**config.mk**
```make
export PLATFORM = sky130hd
export DESIGN_NAME = ipml_reg_fifo_v1_1_rd_unpack_flat
export DESIGN_NICKNAME = d
export VERILOG_FILES = /design/src/rtl/ipml_reg_fifo_v1_1_rd_unpack_if.sv /design/src/rtl/ipml_reg_fifo_v1_1_rd_unpack.sv /design/src/flat_wrapper.sv
export SDC_FILE = /design/constraint.sdc
export NUM_CORES = 1
export LEC_CHECK = 0
export ABC_AREA = 1
export BUFFER_PORTS_ARGS = -buffer_cell sky130_fd_sc_hd__clkbuf_2
export CAP_MARGIN = 20
export CORE_ASPECT_RATIO = 0.6
export CORE_MARGIN = 8
export CORE_UTILIZATION = 40
export CTS_CLUSTER_DIAMETER = 100
export DETAILED_ROUTE_END_ITERATION = 8
export PLACE_DENSITY = 0.83
export SYNTH_ARGS = -nofsm -noshare
export SYNTH_HDL_FRONTEND = slang
export SYNTH_SLANG_ARGS = --single-unit
```
**constraint.sdc**
```tcl
create_clock -name clk -period 1.7 [get_ports clk]
set_clock_uncertainty 0.05 [all_clocks]
set_input_delay 0.34 -clock clk [delete_from_list [all_inputs] [get_ports clk]]
set_output_delay 0.34 -clock clk [all_outputs]
set_load 0.005 [all_outputs]
```
**src/rtl/ipml_reg_fifo_v1_1_rd_unpack_if.sv**
```systemverilog
// Handshake bundle for the read-data unpacker: burst command, wide word input,
// narrow beat output and a busy flag. The DUT connects through the slave modport,
// its environment through the master modport.
interface ipml_reg_fifo_v1_1_rd_unpack_if #(
    parameter int W_OUT = 8,
    parameter int RATIO = 4,
    parameter int LEN_W = 8
);
    logic                     cmd_valid;
    logic [LEN_W-1:0]         cmd_len;
    logic                     cmd_ready;
    logic                     s_valid;
    logic [W_OUT*RATIO-1:0]   s_data;
    logic                     s_ready;
    logic                     m_valid;
    logic [W_OUT-1:0]         m_data;
    logic                     m_last;
    logic                     m_ready;
    logic                     busy;

    modport slave (
        input  cmd_valid, cmd_len, s_valid, s_data, m_ready,
        output cmd_ready, s_ready, m_valid, m_data, m_last, busy
    );

    modport master (
        output cmd_valid, cmd_len, s_valid, s_data, m_ready,
        input  cmd_ready, s_ready, m_valid, m_data, m_last, busy
    );
endinterface

```
**src/rtl/ipml_reg_fifo_v1_1_rd_unpack.sv**
```systemverilog
// Read-data unpacker: splits wide FIFO words into RATIO narrow lanes (lane 0
// first) and emits exactly cmd_len+1 beats per burst, flagging the final beat.
// Data path is a zero-latency combinational lane mux; only the lane index,
// remaining-beat count and IDLE/XFER state are registered. Tail lanes of the
// last word of a burst are discarded by popping that word on the final beat.
module ipml_reg_fifo_v1_1_rd_unpack #(
    parameter int W_OUT = 8,
    parameter int RATIO = 4,
    parameter int LEN_W = 8
) (
    input  logic clk,
    input  logic rst_n,
    ipml_reg_fifo_v1_1_rd_unpack_if.slave bus
);

    localparam int LANE_W = (RATIO > 1) ? $clog2(RATIO) : 1;
    localparam logic [LANE_W-1:0] LANE_MAX = LANE_W'(RATIO - 1);

    typedef enum logic {
        ST_IDLE = 1'b0,
        ST_XFER = 1'b1
    } state_t;

    state_t            r_state;
    state_t            w_state_next;
    logic [LANE_W-1:0] r_lane;
    logic [LANE_W-1:0] w_lane_next;
    logic [LEN_W-1:0]  r_beat_rem;
    logic [LEN_W-1:0]  w_beat_rem_next;

    logic [W_OUT-1:0]  w_lane_data [RATIO];
    logic [W_OUT-1:0]  w_m_data;
    logic              w_last_beat;
    logic              w_last_lane;
    logic              w_cmd_ready;
    logic              w_s_ready;
    logic              w_m_valid;
    logic              w_m_last;
    logic              w_busy;

    // Split the wide word into its lanes.
    genvar gi;
    generate
        for (gi = 0; gi < RATIO; gi++) begin : g_lane
            assign w_lane_data[gi] = bus.s_data[gi*W_OUT +: W_OUT];
        end
    endgenerate

    assign w_last_beat = (r_beat_rem == '0);
    assign w_last_lane = (r_lane == LANE_MAX);

    // State, lane and remaining-beat registers; reset abandons any burst.
    always_ff @(posedge clk) begin
        if (!rst_n) begin
            r_state    <= ST_IDLE;
            r_lane     <= '0;
            r_beat_rem <= '0;
        end else begin
            r_state    <= w_state_next;
            r_lane     <= w_lane_next;
            r_beat_rem <= w_beat_rem_next;
        end
    end

    // Next-state and handshake outputs; lane mux selects the current beat.
    always_comb begin
        w_state_next    = r_state;
        w_lane_next     = r_lane;
        w_beat_rem_next = r_beat_rem;
        w_cmd_ready     = 1'b0;
        w_s_ready       = 1'b0;
        w_m_valid       = 1'b0;
        w_m_last        = 1'b0;
        w_busy          = 1'b0;
        w_m_data        = '0;
        for (int k = 0; k < RATIO; k++) begin
            if (r_lane == LANE_W'(k)) begin
                w_m_data = w_lane_data[k];
            end
        end

        case (r_state)
            ST_IDLE: begin
                w_cmd_ready = 1'b1;
                if (bus.cmd_valid) begin
                    w_beat_rem_next = bus.cmd_len;
                    w_lane_next     = '0;
                    w_state_next    = ST_XFER;
                end
            end
            ST_XFER: begin
                w_busy    = 1'b1;
                w_m_valid = bus.s_valid;
                w_m_last  = w_last_beat;
                // Pop the word on its last lane, or early on the burst's last beat.
                w_s_ready = bus.m_ready & (w_last_lane | w_last_beat);
                if (bus.s_valid && bus.m_ready) begin
                    if (w_last_beat) begin
                        w_state_next = ST_IDLE;
                        w_lane_next  = '0;
                    end else begin
                        w_beat_rem_next = r_beat_rem - 1'b1;
                        w_lane_next     = w_last_lane ? '0 : r_lane + 1'b1;
                    end
                end
            end
            default: begin
                w_state_next = ST_IDLE;
            end
        endcase
    end

    // Control outputs are held low while reset is asserted.
    assign bus.cmd_ready = rst_n & w_cmd_ready;
    assign bus.s_ready   = rst_n & w_s_ready;
    assign bus.m_valid   = rst_n & w_m_valid;
    assign bus.m_last    = rst_n & w_m_last;
    assign bus.busy      = rst_n & w_busy;
    assign bus.m_data    = w_m_data;

endmodule

```
**src/flat_wrapper.sv**
```systemverilog
// flat-port wrapper written by rule: the top's interface ports become plain ports
module ipml_reg_fifo_v1_1_rd_unpack_flat 
#(
    parameter int W_OUT = 8,
    parameter int RATIO = 4,
    parameter int LEN_W = 8
)
  (clk, rst_n, bus_cmd_valid, bus_cmd_len, bus_s_valid, bus_s_data, bus_m_ready, bus_cmd_ready, bus_s_ready, bus_m_valid, bus_m_data, bus_m_last, bus_busy);
  ipml_reg_fifo_v1_1_rd_unpack_if #(.W_OUT(W_OUT), .RATIO(RATIO), .LEN_W(LEN_W)) bus_i ();
  input  logic clk;
  input  logic rst_n;
  input wire logic [$bits(bus_i.cmd_valid)-1:0] bus_cmd_valid;
  input wire logic [$bits(bus_i.cmd_len)-1:0] bus_cmd_len;
  input wire logic [$bits(bus_i.s_valid)-1:0] bus_s_valid;
  input wire logic [$bits(bus_i.s_data)-1:0] bus_s_data;
  input wire logic [$bits(bus_i.m_ready)-1:0] bus_m_ready;
  output wire logic [$bits(bus_i.cmd_ready)-1:0] bus_cmd_ready;
  output wire logic [$bits(bus_i.s_ready)-1:0] bus_s_ready;
  output wire logic [$bits(bus_i.m_valid)-1:0] bus_m_valid;
  output wire logic [$bits(bus_i.m_data)-1:0] bus_m_data;
  output wire logic [$bits(bus_i.m_last)-1:0] bus_m_last;
  output wire logic [$bits(bus_i.busy)-1:0] bus_busy;
  assign bus_i.cmd_valid = bus_cmd_valid;
  assign bus_i.cmd_len = bus_cmd_len;
  assign bus_i.s_valid = bus_s_valid;
  assign bus_i.s_data = bus_s_data;
  assign bus_i.m_ready = bus_m_ready;
  assign bus_cmd_ready = bus_i.cmd_ready;
  assign bus_s_ready = bus_i.s_ready;
  assign bus_m_valid = bus_i.m_valid;
  assign bus_m_data = bus_i.m_data;
  assign bus_m_last = bus_i.m_last;
  assign bus_busy = bus_i.busy;
  ipml_reg_fifo_v1_1_rd_unpack #(.W_OUT(W_OUT), .RATIO(RATIO), .LEN_W(LEN_W)) u_core (.clk(clk), .rst_n(rst_n), .bus(bus_i));
endmodule
```
* Word level (Yosys, flattened, before mapping)
Cells that the tools add are included.
Word-level totals: flip-flop bits (word level) 11, bits in latches 0, bits in writable memories 0, memory bits (read-only) 0, word-level logic and storage cells 46, memories 0
Cells by class: add/subtract/negate cells 2, multipliers 0, divide/modulo/power cells 0, $lt $le $gt $ge 0, equal/unequal tests 6, shift-type cells 0, muxes and demuxes 22, bitwise operators 8, reductions and logical operators 5
Operator list (count):
- $mux 8 | 7
- $pmux 8 s2 | 1
- $logic_not 8->1 | 1
- $mux 1 | 8
- $mux 2 | 4
- $sub 8x1->8 const B | 1
- $and 1x1->1 | 6
- $ne 2x2->1 const B | 3
- $eq 2x2->1 const B | 2
- $pmux 2 s2 | 1
- $reduce_and 3->1 | 1
- $add 2x1->2 const B | 1
- $eq 2x1->1 const B | 1
- $logic_not 2->1 | 1
- $pmux 1 s2 | 1
- $reduce_and 2->1 | 1
- $logic_and 1x1->1 | 1
- $not 1->1 | 1
- $or 1x1->1 | 1

* Logic depth before layout (Yosys ltp)
depth after elaboration 5, gate-level depth with buffers 8, depth with buffers taken out 8

* Worst setup path before layout
OpenSTA, ideal clock, no wires.
path kind register -> output, from register u_core.r_lane[1], to output port bus_m_data[0], data arrival time 1400 ps, data required time 1310 ps, path slack -90 ps, cell stages (with the launch flop) 8, buffers on the path 1, path through dfxtp_1 -> inv_1 -> ha_1 -> buf_2 -> nor2_1 -> nand2_1 -> a21o_1 -> a21oi_1
Between the ends: word-level cells in the longest chain between the ends 5, elaborated cells on any way between the ends 8, those cells by class eq/ne: 3; mux: 4; reduce/logical: 1
Ends and longest elaborated chain:
- start: declaration | line ipml_reg_fifo_v1_1_rd_unpack.sv:26 | logic [LANE_W-1:0] r_lane;
- start signal: assignment | line ipml_reg_fifo_v1_1_rd_unpack.sv:60 | r_lane <= w_lane_next;
- $logic_not 2->1 | line ipml_reg_fifo_v1_1_rd_unpack.sv:77 | if (r_lane == LANE_W'(k)) begin
- $mux 8 (3 in a row) | line ipml_reg_fifo_v1_1_rd_unpack.sv:77
- $mux 8 * | line ipml_reg_fifo_v1_1_rd_unpack.sv:77
- end: declaration | line flat_wrapper.sv:20 | output wire logic [$bits(bus_i.m_data)-1:0] bus_m_data;
Mark *: on every way between the ends. The rest lies on a longest branch, timed or not.

* Worst setup path after layout
from register u_core.r_lane[1], to output port bus_m_data[2]
Same word-level chain as after synthesis.

==> results.yml <==
critical_path:
  slowest_stage: "dfxtp_4"
  arrival_ns: 1.52
  worstRegToRegCells: 8
  r2r_slack_ns: 0.09
  reg2reg_to: "u_core.r_beat_rem[2]$_SDFFE_PN0P_"
  crit_path_start_kind: "flip-flop"
  crit_type: "flip-flop to output pin"
  cp_max_fo: 8
  cp.buffers_inverters: 2
  crit_path_end_kind: "output pin"
  critPathMaxStageDelay_ns: 0.36
  path_cells: "inv_4, ha_4, nor2_4, nand2_1, a21o_1, a21oi_2, buf_2"
  critPathTopFamily: "flip-flops"
  cp.required_ns: 1.31
  path_depth: 7
  reg2reg_from: "u_core.r_beat_rem[1]$_SDFFE_PN0P_"
yosys:
  synthCells: 173
  syn_area_per_cell_sq_um: 6.05
  syn-num-nets: 224
  ys_types: 22
  yosysWarningCount: 0
  ys_ff_latch: 11
  syn_area_sq_um: 1050
  seq_area_frac_synth: 0.210
sta:
  tightest_slew_ns: 0.295
  fin_crit_ns: 1.91
  fin_crit_sh: 1.12
  finalMaxSlewViolations: 0
  finalSetupViolCount: 9
  hold_viol: 0
  maxSlewHeadroom: 0.803
  worst_slack_ns: -0.211
  fmax_ghz: 0.523
  rsz0062_at_grt: "yes"
floorplanning:
  io_pins: 58
  start_util: 0.421
  fp.dieW_um: 82.1
  die_h_um: 55.6
  die_area_sq_um: 4570
  std_cell_rows: 14
  coreArea_sq_um: 2490
final_layout:
  drive_above_1_share: 0.472
  mostFrequentLayoutCell: "clkbuf_2"
  instances_no_fill: 282
  mostFrequentLayoutCells: "48 x clkbuf_2, 38 x nand2_1, 22 x a21oi_1"
  area_growth_pct: 61.2
  diodes: 0
  finalNetCount: 302
  final_util: 0.679
routing:
  wl_per_cell_um: 14.9
  firstDrtPassIters: 4
  drt_iter0_markers: 139
  route.detailed.drc: 0
  vias_per_cell: 5.13
  vias: 1448
  ant_nets: 0
  drt_wl_total_um: 4200
power_and_ir_drop:
  leakage_nw: 0.876
  p_total_mw: 1.07
  clkPwrFrac: 0.254
  p_sw_mw: 0.392
  p_int_mw: 0.683
  p_sw_frac: 0.365
  p_per_area_nw_per_um2: 636
  comb_power_share: 0.457
  vdd_drop_max_v: 0.000587
  seqPwrFrac: 0.289
cts:
  cts_htree_levels: 1
  cts_root_buf: "clkbuf_8"
  clkSinkCount: 11
  cts_tree: "built"
  cts_made_buffers: 3
  clkLatencyLatePin_ns: 0.24
  path_clk_slew_ns: 0.05
  cts_buffer_depth: 2
  hold_buffers: 0
min_path:
  hold_end: "u_core.r_state$_SDFF_PN0_"
  hold_path.startpoint: "rst_n"
  hold_class: "primary input to flip-flop"
  whs_path_depth: 3
grt:
  grt_start_max_net_pins: 17
  grt_overflow: 0
  grt_usage: 0.169
  grt_pass1_vias: 1343
  grt_pass1_wl_um: 6300
  antenna_found_initial: 0
placement:
  place_inst: 267
  globalplace.congestion: 0.871
  portBuffers: 57
  hpwl_um: 2710
status:
  violations: "setup timing"
  status: "complete, but fails checks"
job:
  maxCapViolCount: 0
metal layers:
metal  track usage  share of wire  wire length [um]  vias to the layer above
met5             0              0                 0                        -
met4        0.0224         0.0069                29                        0
met3        0.0613           0.11               446                        4
met2         0.268           0.47              1990                       86
met1         0.216           0.41              1740                      633
li1              -              -                 -                      725
power by group through the flow:
stage / sequential [mW] / combinational [mW] / clock (mW)
after floorplan: 0.303 / 0.229 / 0
after global placement: 0.308 / 0.362 / 0
after detailed placement: 0.309 / 0.369 / 0
after CTS: 0.305 / 0.433 / 0.272
after global routing: 0.312 / 0.534 / 0.292
final: 0.310 / 0.490 / 0.273
worst max path at each step:
stage,startpoint,endpoint
floorplan,u_core.r_lane[1]$_SDFFE_PN0P_,bus_m_data[0]
global placement,u_core.r_lane[1]$_SDFFE_PN0P_,bus_m_data[2]
detailed placement,u_core.r_lane[1]$_SDFFE_PN0P_,bus_m_data[2]
CTS,u_core.r_lane[1]$_SDFFE_PN0P_,bus_m_data[2]
global route,u_core.r_lane[1]$_SDFFE_PN0P_,bus_m_data[2]
finish,u_core.r_lane[1]$_SDFFE_PN0P_,bus_m_data[2]
logic make-up after synthesis:
group | synth area share
XOR/XNOR | 0.00836
flip-flops | 0.210
AND/OR/NAND/NOR | 0.376
adder cells (fa/ha/maj) | 0.0717
buffers and inverters | 0.0848
AO/OA/AOI/OAI | 0.239
multiplexers | 0.00956
metrics by stage:
stage	hold WS, ns	cell area (sq um)	TNS, ns	setup slack [ns]
after CTS	0.324	1600	-1.41	-0.200
final	0.353	1690	-1.51	-0.211
after global routing	0.339	1690	-2.42	-0.341
after global placement	0.432	1430	-0.254	-0.0552
after floorplan	0.411	1050	0	0.00273
after detailed placement	0.430	1430	-0.569	-0.0883
synthesized netlist by cell type:
library cell  count  share of area
a21o_1            8          0.057
o21ai_0           6          0.029
clkinv_1          3          0.011
xor2_1            1         0.0084
ha_1              6          0.072
nand2_4           1          0.011
clkbuf_1          3          0.011
nand4_1           2          0.012
a21oi_1          27           0.13
or2_2             3          0.018
mux2i_1           1         0.0096
nor2_1           18          0.065
a21oi_2           1         0.0084
nand2_1          39           0.14
buf_2             2         0.0096
nor2_4            1          0.011
nand2_2           3          0.018
nand3_1          20          0.096
nor3b_1           1         0.0072
inv_1            15          0.054
dfxtp_1          11           0.21
o21ai_4           1          0.016
worst reg2reg max path: cells and delay by family, from the launching register on:
family | cells | cell delay (ns)
buffers and inverters | 2 | 0.24
AO/OA/AOI/OAI | 3 | 0.50
flip-flops | 1 | 0.33
AND/OR/NAND/NOR | 2 | 0.23
adder cells (fa/ha/maj) | 1 | 0.14
registers in the layout, indices dropped and copies added (netlist names):
register	flops
u_core.r_beat_rem	8
u_core.r_lane	2
u_core.r_state	1
what timing repair did:
item | in CTS | in global routing
pin swaps | 5 | 9
hold endpoints to repair | 0 | 0
setup buffers | 6 | 5
endpoints found under the setup margin | 10 | 10
gates resized for setup | 24 | 24
cell type report:
type	count	area, sq um
clock buffer	4	45.0
fill	193	800
inverter	18	75.1
multi-input combinational	139	852
sequential	11	229
tap	32	40.0
timing repair buffer	78	447
No activity file was read; power rests on OpenSTA's default activity.
